$ cat src/rtl/wdf_sample_feeder.sv
// Input stage for the WDF core: converts each strobed sample to the core width
// with saturation, queues it in a show-ahead FIFO and hands it over valid/ready.
module wdf_sample_feeder #(
    parameter int IN_WIDTH      = 16,
    parameter int OUT_WIDTH     = 24,
    parameter int SHIFT         = 4,
    parameter int DEPTH         = 8,
    parameter int TOTAL_SAMPLES = 1000
) (
    input  logic                 clk,
    input  logic                 reset,
    input  logic                 start,
    input  logic [IN_WIDTH-1:0]  in_sample,
    input  logic                 in_valid,
    output logic [OUT_WIDTH-1:0] out_sample,
    output logic                 out_valid,
    input  logic                 out_ready,
    output logic [31:0]          in_count,
    output logic [31:0]          out_count,
    output logic                 overflow,
    output logic                 sat,
    output logic                 busy,
    output logic                 done
);

    localparam int AW   = $clog2(DEPTH);
    localparam int EXTW = OUT_WIDTH + SHIFT;
    localparam logic [OUT_WIDTH-1:0] MAX_VAL = {1'b0, {(OUT_WIDTH-1){1'b1}}};
    localparam logic [OUT_WIDTH-1:0] MIN_VAL = {1'b1, {(OUT_WIDTH-1){1'b0}}};
    localparam logic [31:0] LAST_COUNT = 32'(TOTAL_SAMPLES - 1);

    typedef enum logic [1:0] {
        IDLE  = 2'd0,
        RUN   = 2'd1,
        DRAIN = 2'd2,
        DONE  = 2'd3
    } state_t;

    state_t               r_state;
    logic [OUT_WIDTH-1:0] r_mem [DEPTH];
    logic [AW:0]          r_wr_ptr;
    logic [AW:0]          r_rd_ptr;
    logic [31:0]          r_in_count;
    logic [31:0]          r_out_count;
    logic                 r_overflow;
    logic                 r_sat;
    logic                 r_busy;
    logic                 r_done;

    logic                 w_full;
    logic                 w_empty;
    logic                 w_pop;
    logic                 w_write;
    logic                 w_drop;
    logic signed [EXTW-1:0] w_ext;
    logic signed [EXTW-1:0] w_shl;
    logic [SHIFT:0]       w_hi;
    logic                 w_clamp;
    logic [OUT_WIDTH-1:0] w_conv;

    assign w_empty = (r_wr_ptr == r_rd_ptr);
    assign w_full  = (r_wr_ptr[AW-1:0] == r_rd_ptr[AW-1:0]) && (r_wr_ptr[AW] != r_rd_ptr[AW]);
    assign w_pop   = !w_empty && out_ready;
    assign w_write = in_valid && (r_state == RUN) && (!w_full || w_pop);
    assign w_drop  = in_valid && (r_state == RUN) && w_full && !w_pop;

    // The shifted value fits in OUT_WIDTH bits only if all bits from the
    // output sign bit upward agree.
    assign w_ext   = EXTW'($signed(in_sample));
    assign w_shl   = w_ext <<< SHIFT;
    assign w_hi    = w_shl[EXTW-1:OUT_WIDTH-1];
    assign w_clamp = !((&w_hi) || !(|w_hi));
    assign w_conv  = w_clamp ? (w_shl[EXTW-1] ? MIN_VAL : MAX_VAL) : w_shl[OUT_WIDTH-1:0];

    assign out_valid  = !w_empty;
    assign out_sample = w_empty ? '0 : r_mem[r_rd_ptr[AW-1:0]];
    assign in_count   = r_in_count;
    assign out_count  = r_out_count;
    assign overflow   = r_overflow;
    assign sat        = r_sat;
    assign busy       = r_busy;
    assign done       = r_done;

    always_ff @(posedge clk) begin
        if (w_write) begin
            r_mem[r_wr_ptr[AW-1:0]] <= w_conv;
        end
    end

    always_ff @(posedge clk) begin
        if (reset) begin
            r_state     <= IDLE;
            r_wr_ptr    <= '0;
            r_rd_ptr    <= '0;
            r_in_count  <= '0;
            r_out_count <= '0;
            r_overflow  <= 1'b0;
            r_sat       <= 1'b0;
            r_busy      <= 1'b0;
            r_done      <= 1'b0;
        end else begin
            if (w_write) begin
                r_wr_ptr   <= r_wr_ptr + 1'b1;
                r_in_count <= r_in_count + 32'd1;
                if (w_clamp) begin
                    r_sat <= 1'b1;
                end
            end
            if (w_pop) begin
                r_rd_ptr    <= r_rd_ptr + 1'b1;
                r_out_count <= r_out_count + 32'd1;
            end
            if (w_drop) begin
                r_overflow <= 1'b1;
            end

            // Writes only happen in RUN, so DRAIN can finish on an empty FIFO alone.
            case (r_state)
                IDLE: begin
                    if (start) begin
                        r_state <= RUN;
                        r_busy  <= 1'b1;
                    end
                end
                RUN: begin
                    if (w_write && (r_in_count == LAST_COUNT)) begin
                        r_state <= DRAIN;
                    end
                end
                DRAIN: begin
                    if (w_empty) begin
                        r_state <= DONE;
                        r_busy  <= 1'b0;
                        r_done  <= 1'b1;
                    end
                end
                default: begin
                    r_state <= DONE;
                end
            endcase
        end
    end

endmodule

$ cat config.mk
export PLATFORM = sky130hd
export DESIGN_NAME = wdf_sample_feeder
export DESIGN_NICKNAME = d
export VERILOG_FILES = /design/src/rtl/wdf_sample_feeder.sv
export SDC_FILE = /design/constraint.sdc
export NUM_CORES = 1
export LEC_CHECK = 0
export CAP_MARGIN = 5
export CORE_MARGIN = 4
export CORE_UTILIZATION = 45
export DETAILED_ROUTE_END_ITERATION = 7
export PLACE_DENSITY = 0.67
export SYNTH_ARGS = -nofsm -noshare
export SYNTH_HDL_FRONTEND = slang
export SYNTH_SLANG_ARGS = --single-unit
$ cat constraint.sdc
create_clock -name clk -period 5.5 [get_ports clk]
set_input_delay 1.65 -clock clk [delete_from_list [all_inputs] [get_ports clk]]
set_output_delay 1.65 -clock clk [all_outputs]
set_load 0.05 [all_outputs]
==> results of run 1 <==
## cell type report
cell class | count | area [um2] | area share [%]
well taps | 265 | 332 | 3.03
clock buffers | 30 | 622 | 5.69
multi-input cells | 418 | 3220 | 29.5
repair buffers | 125 | 1200 | 11.0
inverters | 13 | 48.8 | 0.446
flip-flops and latches | 208 | 5450 | 49.8
clock inverters | 12 | 53.8 | 0.492
## cells in the final DEF, fill, tap and decap left out, types with 5 or more instances in the layout
| cell | netlist | layout |
|---|---|---|
| o21ai_0 | 18 | 18 |
| or3_1 | 16 | 16 |
| clkbuf_16 | 0 | 23 |
| and3_1 | 8 | 8 |
| xor2_1 | 23 | 23 |
| a211oi_1 | 6 | 6 |
| nor2_1 | 81 | 81 |
| nand3_1 | 28 | 28 |
| clkdlybuf4s50_1 | 0 | 107 |
| nand2_1 | 27 | 27 |
| dfxtp_1 | 80 | 79 |
| xnor2_1 | 29 | 29 |
| clkinv_1 | 0 | 8 |
| mux4_2 | 32 | 32 |
| inv_1 | 12 | 12 |
| buf_4 | 10 | 17 |
| mux2i_1 | 16 | 16 |
| nand4_1 | 15 | 15 |
| conb_1 | 1 | 5 |
| nor4_1 | 12 | 11 |
| clkbuf_1 | 18 | 5 |
| a21oi_1 | 29 | 28 |
| o211ai_1 | 5 | 5 |
| edfxtp_1 | 128 | 128 |
## per-layer routing
layer,up-vias,global-route usage (%),part of all wire (%)
li1,2752,-,-
met1,2846,23.8,44
met2,159,29.7,48
met3,26,3.81,5.9
met4,0,3.79,1.9
met5,-,0,0
## sequential cells by signal, indices dropped and copies added, names as in the netlist, named ones only
name,cells
out_count,32
r_wr_ptr,4
r_mem,128
r_rd_ptr,4
overflow,1
r_state,2
done,1
busy,1
in_count,32
## worst paths after layout
check	endpoint	startpoint	cells past startpoint	slack, ps
worst min-delay path	done	done	2	490
worst min register to register	done	done	2	490
worst max-delay path	out_valid	r_wr_ptr[1]	5	600
worst max register to register	r_mem[5][5]	r_wr_ptr[2]	7	2770
## worst max-delay path: stages (launching register included)
cell and delay (ps):
dfxtp_1 610, xnor2_1 200, nand3_2 330, nor2_4 550
inv_2 290, clkdlybuf4s50_1 780
## per-stage QoR
step	setup WS, ps	hold WS [ps]	utilization, %	std cells
after CTS	547	495	56.3	1071
after global placement	1190	460	52.9	1029
after global routing	354	543	56.3	1071
after detailed placement	1080	478	52.9	1029
final	596	486	56.3	1071
after floorplan	1170	487	-	680
## synthesized netlist by cell type (all sizes together) (14+ instances only)
| library cell | count |
|---|---|
| o21ai | 21 |
| nand2 | 27 |
| mux4 | 32 |
| buf | 23 |
| nand3 | 29 |
| xor2 | 24 |
| dfxtp | 80 |
| xnor2 | 29 |
| or3 | 16 |
| nor2 | 82 |
| a21oi | 29 |
| mux2i | 16 |
| edfxtp | 128 |
| nor4 | 14 |
| nand4 | 17 |
| clkbuf | 18 |
## power by group through the flow
stage / Clock [W] / Combinational [W] / Sequential, W
floorplan: 0 / 0.000294 / 0.00172
detailed placement: 0 / 0.000411 / 0.00173
finish: 0.00137 / 0.000406 / 0.00170
global route: 0.00147 / 0.000433 / 0.00170
CTS: 0.00140 / 0.000412 / 0.00170
global placement: 0 / 0.000403 / 0.00173
## kinds of logic after synthesis
logic type                 share of synthesized area (%)
other                                             0.0423
adders and majority gates                          0.564
AOI/OAI and AO/OA                                   5.64
xor gates and xnor gates                            5.32
buffers and inverters                               2.88
muxes                                               10.3
and+or+nand+nor                                     13.8
DFF                                                 61.4
==> out/metrics.csv, run 1 <==
stage;metric;value;unit
outcome;outcome;completed;
pwr;seqPwrFrac;48.9;%
cts;post_cts_buffers;0;
floorplan;dieHeight;148;um
global_routing;grt_usage;17.6;%
cts;clk-insertion-delay-late;510;ps
cts;htreeDepth;1;
floorplan;io_pins;114;
min_path;hp-class;reg2reg;
cts;clock_path_buffers;3;
detailed_routing;drt_iter0_drc;319;
cts;cts_root_buffer;clkbuf_16;
sta;max_freq;204;MHz
finish;n_fill_cell;1598;
pwr;powerDensity;317;nW/um2
pwr;clockPowerShare;39.4;%
placement;gp_congestion;0.824;
setup_path;crit_type;reg2out;
synthesis;synth_area;8870;um2
synthesis;synth_edf_count;128;
synthesis;ys_seq_area_share;61.4;%
placement;placed_area;10300;um2
finish;drive_gt1_share;13.6;%
floorplan;core-area;19400;um2
pwr;netSwitchingFraction;24.8;%
placement;port_buffers;108;
synthesis;synthCells;676;
sta;min_period;4900;ps
synthesis;syn_avg_cell_area;13.1;um2
sta;slew_headroom;31.1;%
global_routing;grt_max_degree;45;
cts;cts_resized;0;
synthesis;synth_area_leaders;edfxtp_1 43%, dfxtp_1 18%, mux4_2 8.1%;
detailed_routing;drt-total-wl;19400;um
sta;finalCritPeriodShare;89.2;%
detailed_routing;ant_nets;0;
flow_run;max-cap-violations;0;
cts;cts_tree;yes;
finish;diodes;0;
setup_path;crit_required;3850;ps
detailed_routing;num_vias;5783;
pwr;irDropWorstVdd;0.217;mV
floorplan;die_w;148;um
sta;hold_viol;0;
setup_path;cp_max_fo;17;
detailed_routing;drc;0;
global_routing;grt_pass1_wl;31600;um
setup_path;worstSetupEndpointType;output pin;
pwr;p_leak;3.48;nW
placement;dp_hpwl;12700;um
synthesis;synthDistinctLibCells;58;
floorplan;dieArea;22000;um2
detailed_routing;dr.pass1.iters;5;
floorplan;start_util;45.7;%
global_routing;antenna_found_initial;0;
synthesis;synth_seq_cells;208;
setup_path;start_kind;flip-flop;
global_routing;overflow;0;
sta;worstMarginPinSlew;1030;ps
sta;fin_skew;16.5;ps
pwr;switchingPower;0.000860;W
sta;fin_setup_tns;0;ps
detailed_routing;wl_per_cell;18.1;um
synthesis;synth_ff_type;edfxtp_1;
pwr;p_comb_share;11.7;%
setup_path;arrival;3250;ps
global_routing;first_global_vias;6023;
synthesis;yosysTopAreaCell;edfxtp_1;
finish;fin_area;10900;um2
synthesis;netlist.area_leader.share;43.3;%
finish;nets;814;
sta;setup_viol;0;
pwr;p_int;0.00261;W
cts;cts_buffers;23;
floorplan;std_cell_rows;51;
sta;final_max_slew_viol_count;0;
cts;clk_pin_slew_worst_paths;50;ps
synthesis;async_flop_share;0;%
sta;rsz0062_at_grt;no;
synthesis;yosysWarnings;0;
detailed_routing;via_per_inst;5.40;
finish;area_growth;23.3;%
pwr;power.total;0.00347;W
cts;cts_sinks;208;
cts;cts_hold_buffers;0;
Note: power is estimated with default switching activity, not from simulation.
==> run 2: changes to the inputs <==
- CTS_CLUSTER_SIZE: unset -> 25
==> results of run 2 <==
Same layout as run 1: the final DEF is identical, and so are final timing and power.
==> run 3: changes to the inputs <==
- DONT_BUFFER_PORTS: unset -> 1
- PLACE_DENSITY: 0.67 -> unset
- TNS_END_PERCENT: unset -> 30
==> run 3 against run 2 <==
Global-route usage decreased by 0.82 points. Non-clock buffer count fell by 117. Core utilization fell by 5.5 points. Critical path type unchanged. Critical endpoint is now out_sample[5]. Largest cell class unchanged. Highest routed layer unchanged.
==> out/metrics.csv, run 3 (synthesized netlist as in run 1, its figures left out) <==
stage;metric;value;unit;change
pwr;clockPowerShare;41.6;%;+2.2 points
floorplan;core-area;19400;um2;unchanged
cts;cts_tree;yes;;
outcome;outcome;completed;;
floorplan;start_util;45.7;%;unchanged
setup_path;slowest_delay;680;ps;-100 ps
global_routing;overflow;0;;unchanged
min_path;hp-class;reg2reg;;
setup_path;worstSetupEndpointType;output pin;;
sta;final_max_slew_viol_count;0;;unchanged
setup_path;cp_max_fo;17;;unchanged
detailed_routing;drt_iter0_drc;318;;-0.31%
cts;cts_sinks;208;;unchanged
floorplan;die_w;148;um;unchanged
cts;cts_resized;0;;unchanged
detailed_routing;highest-signal-layer;met4;;
finish;layout_commonest_cell;edfxtp_1;;
setup_path;worstPathCellList;xnor2_1 > nand3_2 > nor2_4 > nor2_1;;
setup_path;r2r_slack;2220;ps;-550 ps
flow_run;max-cap-violations;0;;unchanged
pwr;switchingPower;0.000838;W;-2.5%
global_routing;grt_usage;16.8;%;-0.82 points
pwr;seqPwrFrac;49.3;%;+0.4 points
floorplan;io_pins;114;;unchanged
global_routing;first_global_vias;5597;;-7.1%
detailed_routing;wl_met2;9320;um;-0.70%
setup_path;arrival;2710;ps;-540 ps
sta;min_period;4360;ps;-544 ps
detailed_routing;routed-wl-met3;1270;um;+10%
sta;slew_headroom;19.6;%;-12 points
sta;max_freq;229;MHz;+12%
sta;finalCritPeriodShare;79.3;%;-9.9 points
global_routing;antenna_found_initial;0;;unchanged
finish;layout_common_cells;128 x edfxtp_1, 80 x nor2_1, 79 x dfxtp_1, 32 x mux4_2, 29 x xnor2_1;;
cts;cts_buffers;23;;unchanged
finish;area_growth;11.2;%;
setup_path;start_kind;flip-flop;;
sta;setup_viol;0;;unchanged
detailed_routing;drt-total-wl;18500;um;-4.6%
detailed_routing;via_per_inst;5.57;;+3.2%
detailed_routing;ant_nets;0;;unchanged
detailed_routing;dr.pass1.iters;5;;unchanged
global_routing;grt_pass1_wl;29800;um;-5.6%
detailed_routing;drt-met1-wl;7610;um;-10%
floorplan;std_cell_rows;51;;unchanged
finish;n_fill_cell;1693;;+5.9%
setup_path;crit_start;r_wr_ptr[1];;
sta;rsz0062_at_grt;no;;
placement;gp_congestion;0.775;;-6.0%
cts;clk_pin_slew_worst_paths;60;ps;about the same
finish;diodes;0;;unchanged
sta;hold_viol;0;;unchanged
setup_path;crit_type;reg2out;;
cts;htreeDepth;1;;unchanged
finish;largest_reg_flops;128;;unchanged
cts;cts_root_buffer;clkbuf_16;;
sta;hold_slack;531;ps;+45.1 ps
sta;fin_setup_tns;0;ps;unchanged
finish;nets;697;;-14%
placement;port_buffers;0;;-100%
placement;dp_hpwl;11800;um;-6.6%
detailed_routing;wl_per_cell;19.4;um;+7.3%
setup_path;cp_slowest_cell;dfxtp_1;;
cts;post_cts_buffers;0;;unchanged
min_path;holdPathEnd;r_state[1];;
min_path;hp-start;r_state[1];;
detailed_routing;num_vias;5307;;-8.2%
setup_path;reg2reg_depth;6;;-1
floorplan;dieHeight;148;um;unchanged
cts;clock_path_buffers;3;;unchanged
setup_path;r2r-end;r_mem[3][3];;
pwr;irDropWorstVdd;0.207;mV;-4.7%
sta;worstMarginPinSlew;1190;ps;+162 ps
cts;clk-insertion-delay-late;490;ps;-20 ps
pwr;powerDensity;350;nW/um2;+10%
finish;drive_gt1_share;15.0;%;+1.3 points
pwr;p_leak;3.06;nW;-12%
setup_path;crit_required;3850;ps;about the same
min_path;worstHoldPathCells;2;;unchanged
cts;cts_hold_buffers;0;;unchanged
pwr;p_comb_share;9.1;%;-2.6 points
global_routing;grt_max_degree;83;;+84%
detailed_routing;drc;0;;unchanged
pwr;netSwitchingFraction;24.3;%;-0.50 points
floorplan;dieArea;22000;um2;unchanged
pwr;p_int;0.00261;W;+0.11%
setup_path;reg2reg_from;r_wr_ptr[1];;
sta;fin_skew;9.08;ps;-7.38 ps
-- run 3: changes by cell type in the layout (fill, tap and decap cells not counted), sizes merged --
cell           change
buf               -10
bufinv             +2
clkbuf             -5
clkdlybuf4s50    -107
clkinv             +1
clkinvlp           +1
inv                -1
-- run 3: metrics by stage --
| step | setup slack (ps) | instances | utilization, % | total power (W) | instance area, um2 |
|---|---|---|---|---|---|
| after floorplan | 1170 | 680 | - | 0.00202 | 8880 |
| after global placement | 1550 | 912 | 47.2 | 0.00205 | 9160 |
| after detailed placement | 1520 | 912 | 47.2 | 0.00206 | 9160 |
| after CTS | 1050 | 952 | 50.8 | 0.00349 | 9860 |
| after global routing | 912 | 952 | 50.8 | 0.00359 | 9860 |
| final | 1140 | 952 | 50.8 | 0.00345 | 9860 |
-- run 3: worst max-delay path, delay by kind of cell (launching register included) --
| kind | cells | cell delay, ps |
|---|---|---|
| and+or+nand+nor | 3 | 1310 |
| DFF | 1 | 680 |
| xor gates and xnor gates | 1 | 200 |
-- run 3: layout make-up --
class,count,area [um2],area share (%)
Sequential cell,208,5450,55.2
Clock inverter,15,116,1.18
Timing Repair Buffer,8,80.1,0.812
Clock buffer,25,583,5.91
Multi-Input combinational cell,418,3260,33.0
Inverter,13,48.8,0.495
Tap cell,265,332,3.36
-- run 3: power by group through the flow --
stage	logic [W]	clock network, W	registers (W)
3_5_place_dp	0.000319	0	0.00174
3_3_place_gp	0.000315	0	0.00174
6_report	0.000313	0.00143	0.00170
4_1_cts	0.000319	0.00147	0.00170
2_1_floorplan	0.000294	0	0.00172
5_1_grt	0.000337	0.00154	0.00171
-- run 3: layer usage --
layer,global-route usage (%),vias up
met5,0,-
met4,3.93,0
met3,4.42,23
met2,29.1,124
met1,21.3,2655
li1,-,2505
-- run 3: how the worst max path moves through the flow --
stage	endpoint	slack, ps
finish	out_sample[5]	1140
global route	out_sample[15]	910
CTS	out_sample[15]	1050
detailed placement	r_mem[3][10]	1520
global placement	r_mem[3][7]	1550
floorplan	r_mem[2][0]	1170
==> patch: new RTL, config.mk and constraints of run 1 <==
Set the parameter `OUT_WIDTH` to 16 (it was 24).
--- a/src/rtl/wdf_sample_feeder.sv
+++ b/src/rtl/wdf_sample_feeder.sv
@@ -3,5 +3,5 @@
 module wdf_sample_feeder #(
     parameter int IN_WIDTH      = 16,
-    parameter int OUT_WIDTH     = 24,
+    parameter int OUT_WIDTH     = 16,
     parameter int SHIFT         = 4,
     parameter int DEPTH         = 8,
Ports: changed (resized out_sample); port bits go from 114 to 106. The function was not compared with the original's and may differ.
==> patch against run 1 <==
Core utilization grew 0.51 points; power shrank 12%; worst setup slack gained 0.24 ns; sequential cell count shrank 23; maximum frequency grew 5.1%; cell area shrank 9.7%; combinational power shrank 11%; register-to-register slack lost 0.35 ns; area after synthesis shrank 9.5%; first-iteration DRC count grew 28%; wire length shrank 6.6%.
==> patch: results (changes against run 1) <==
Run status
  – Status: finished, final reports clean

Synthesis
  – Distinct cells, synth: 49 (-16%)
  – EDFF count, synth: 104 (-19%)
  – Synth top area cells: edfxtp_1 39%, dfxtp_1 20%, mux4_2 7.3%
  – Most frequent cells after synthesis: 104 x edfxtp_1, 81 x dfxtp_1, 76 x nor2_1, 34 x xnor2_1, 32 x a21oi_1

Min path
  – Endpoint, Worst Hold: overflow
  – Hold Startpoint: overflow

Global routing
  – Largest net degree at the start of global routing: 44 (-2.2%)
  – Met3 usage: 3.674% (-0.13 points)
  – Global Route Usage Sum: 18.68% (+1.0 points)
  – Vias in the first global route: 5680 (-5.7%)
  – Met1 Use GR: 25.52% (+1.8 points)

Route
  – Routed WL per cell: 18.41 um (+1.9%)
  – Metal3 WL: 902 um (-21%)

Power and ir drop
  – Static Leak: 3.092 nW (-11%)
  – Internal: 2.308 mW (-12%)
  – Sw power: 0.7539 mW (-12%)
  – Sequential power share: 48.7% (-0.2 points)

CTS
  – CTS buffer count: 17 (-26%)
  – CTS max path bufs: 2 (-1)

Place
  – PortBufs: 105 (-2.8%)
  – Pre-CTS setup slack: 0.9601 ns (-0.1247 ns)

STA
  – Hold Worst Slack: 0.4876 ns (+0.001545 ns)
  – Clock Skew: 0.005915 ns (-0.01055 ns)

Cells and area
  – Final #Nets: 769 (-5.5%)
patch: how the worst max path moves through the flow:
stage	end	slack, ns	cells past startpoint
2_1_floorplan	r_mem[4][10]	1.13	6
3_3_place_gp	r_mem[4][8]	1.05	5
3_5_place_dp	r_mem[4][8]	0.96	5
4_1_cts	out_valid	0.83	4
5_1_grt	out_valid	0.70	4
6_report	out_valid	0.83	4
patch: layout make-up:
| class | count | area (sq um) | share of cell area, % |
|---|---|---|---|
| inverters | 8 | 30.03 | 0.3043 |
| repair buffers | 116 | 1129 | 11.44 |
| flip-flops and latches | 185 | 4745 | 48.08 |
| well taps | 225 | 281.5 | 2.853 |
| clock buffers | 23 | 510.5 | 5.173 |
| clock inverters | 9 | 85.08 | 0.8622 |
| multi-input cells | 416 | 3088 | 31.29 |
patch: kinds of logic after synthesis:
kind of cell	Yosys count	synth area share, %
flops	185	59.13
simple gates	238	15.78
mux	41	9.200
compound gates	83	6.799
buf+inv	53	3.009
xor+xnor	50	5.458
fa+ha+maj	4	0.6238
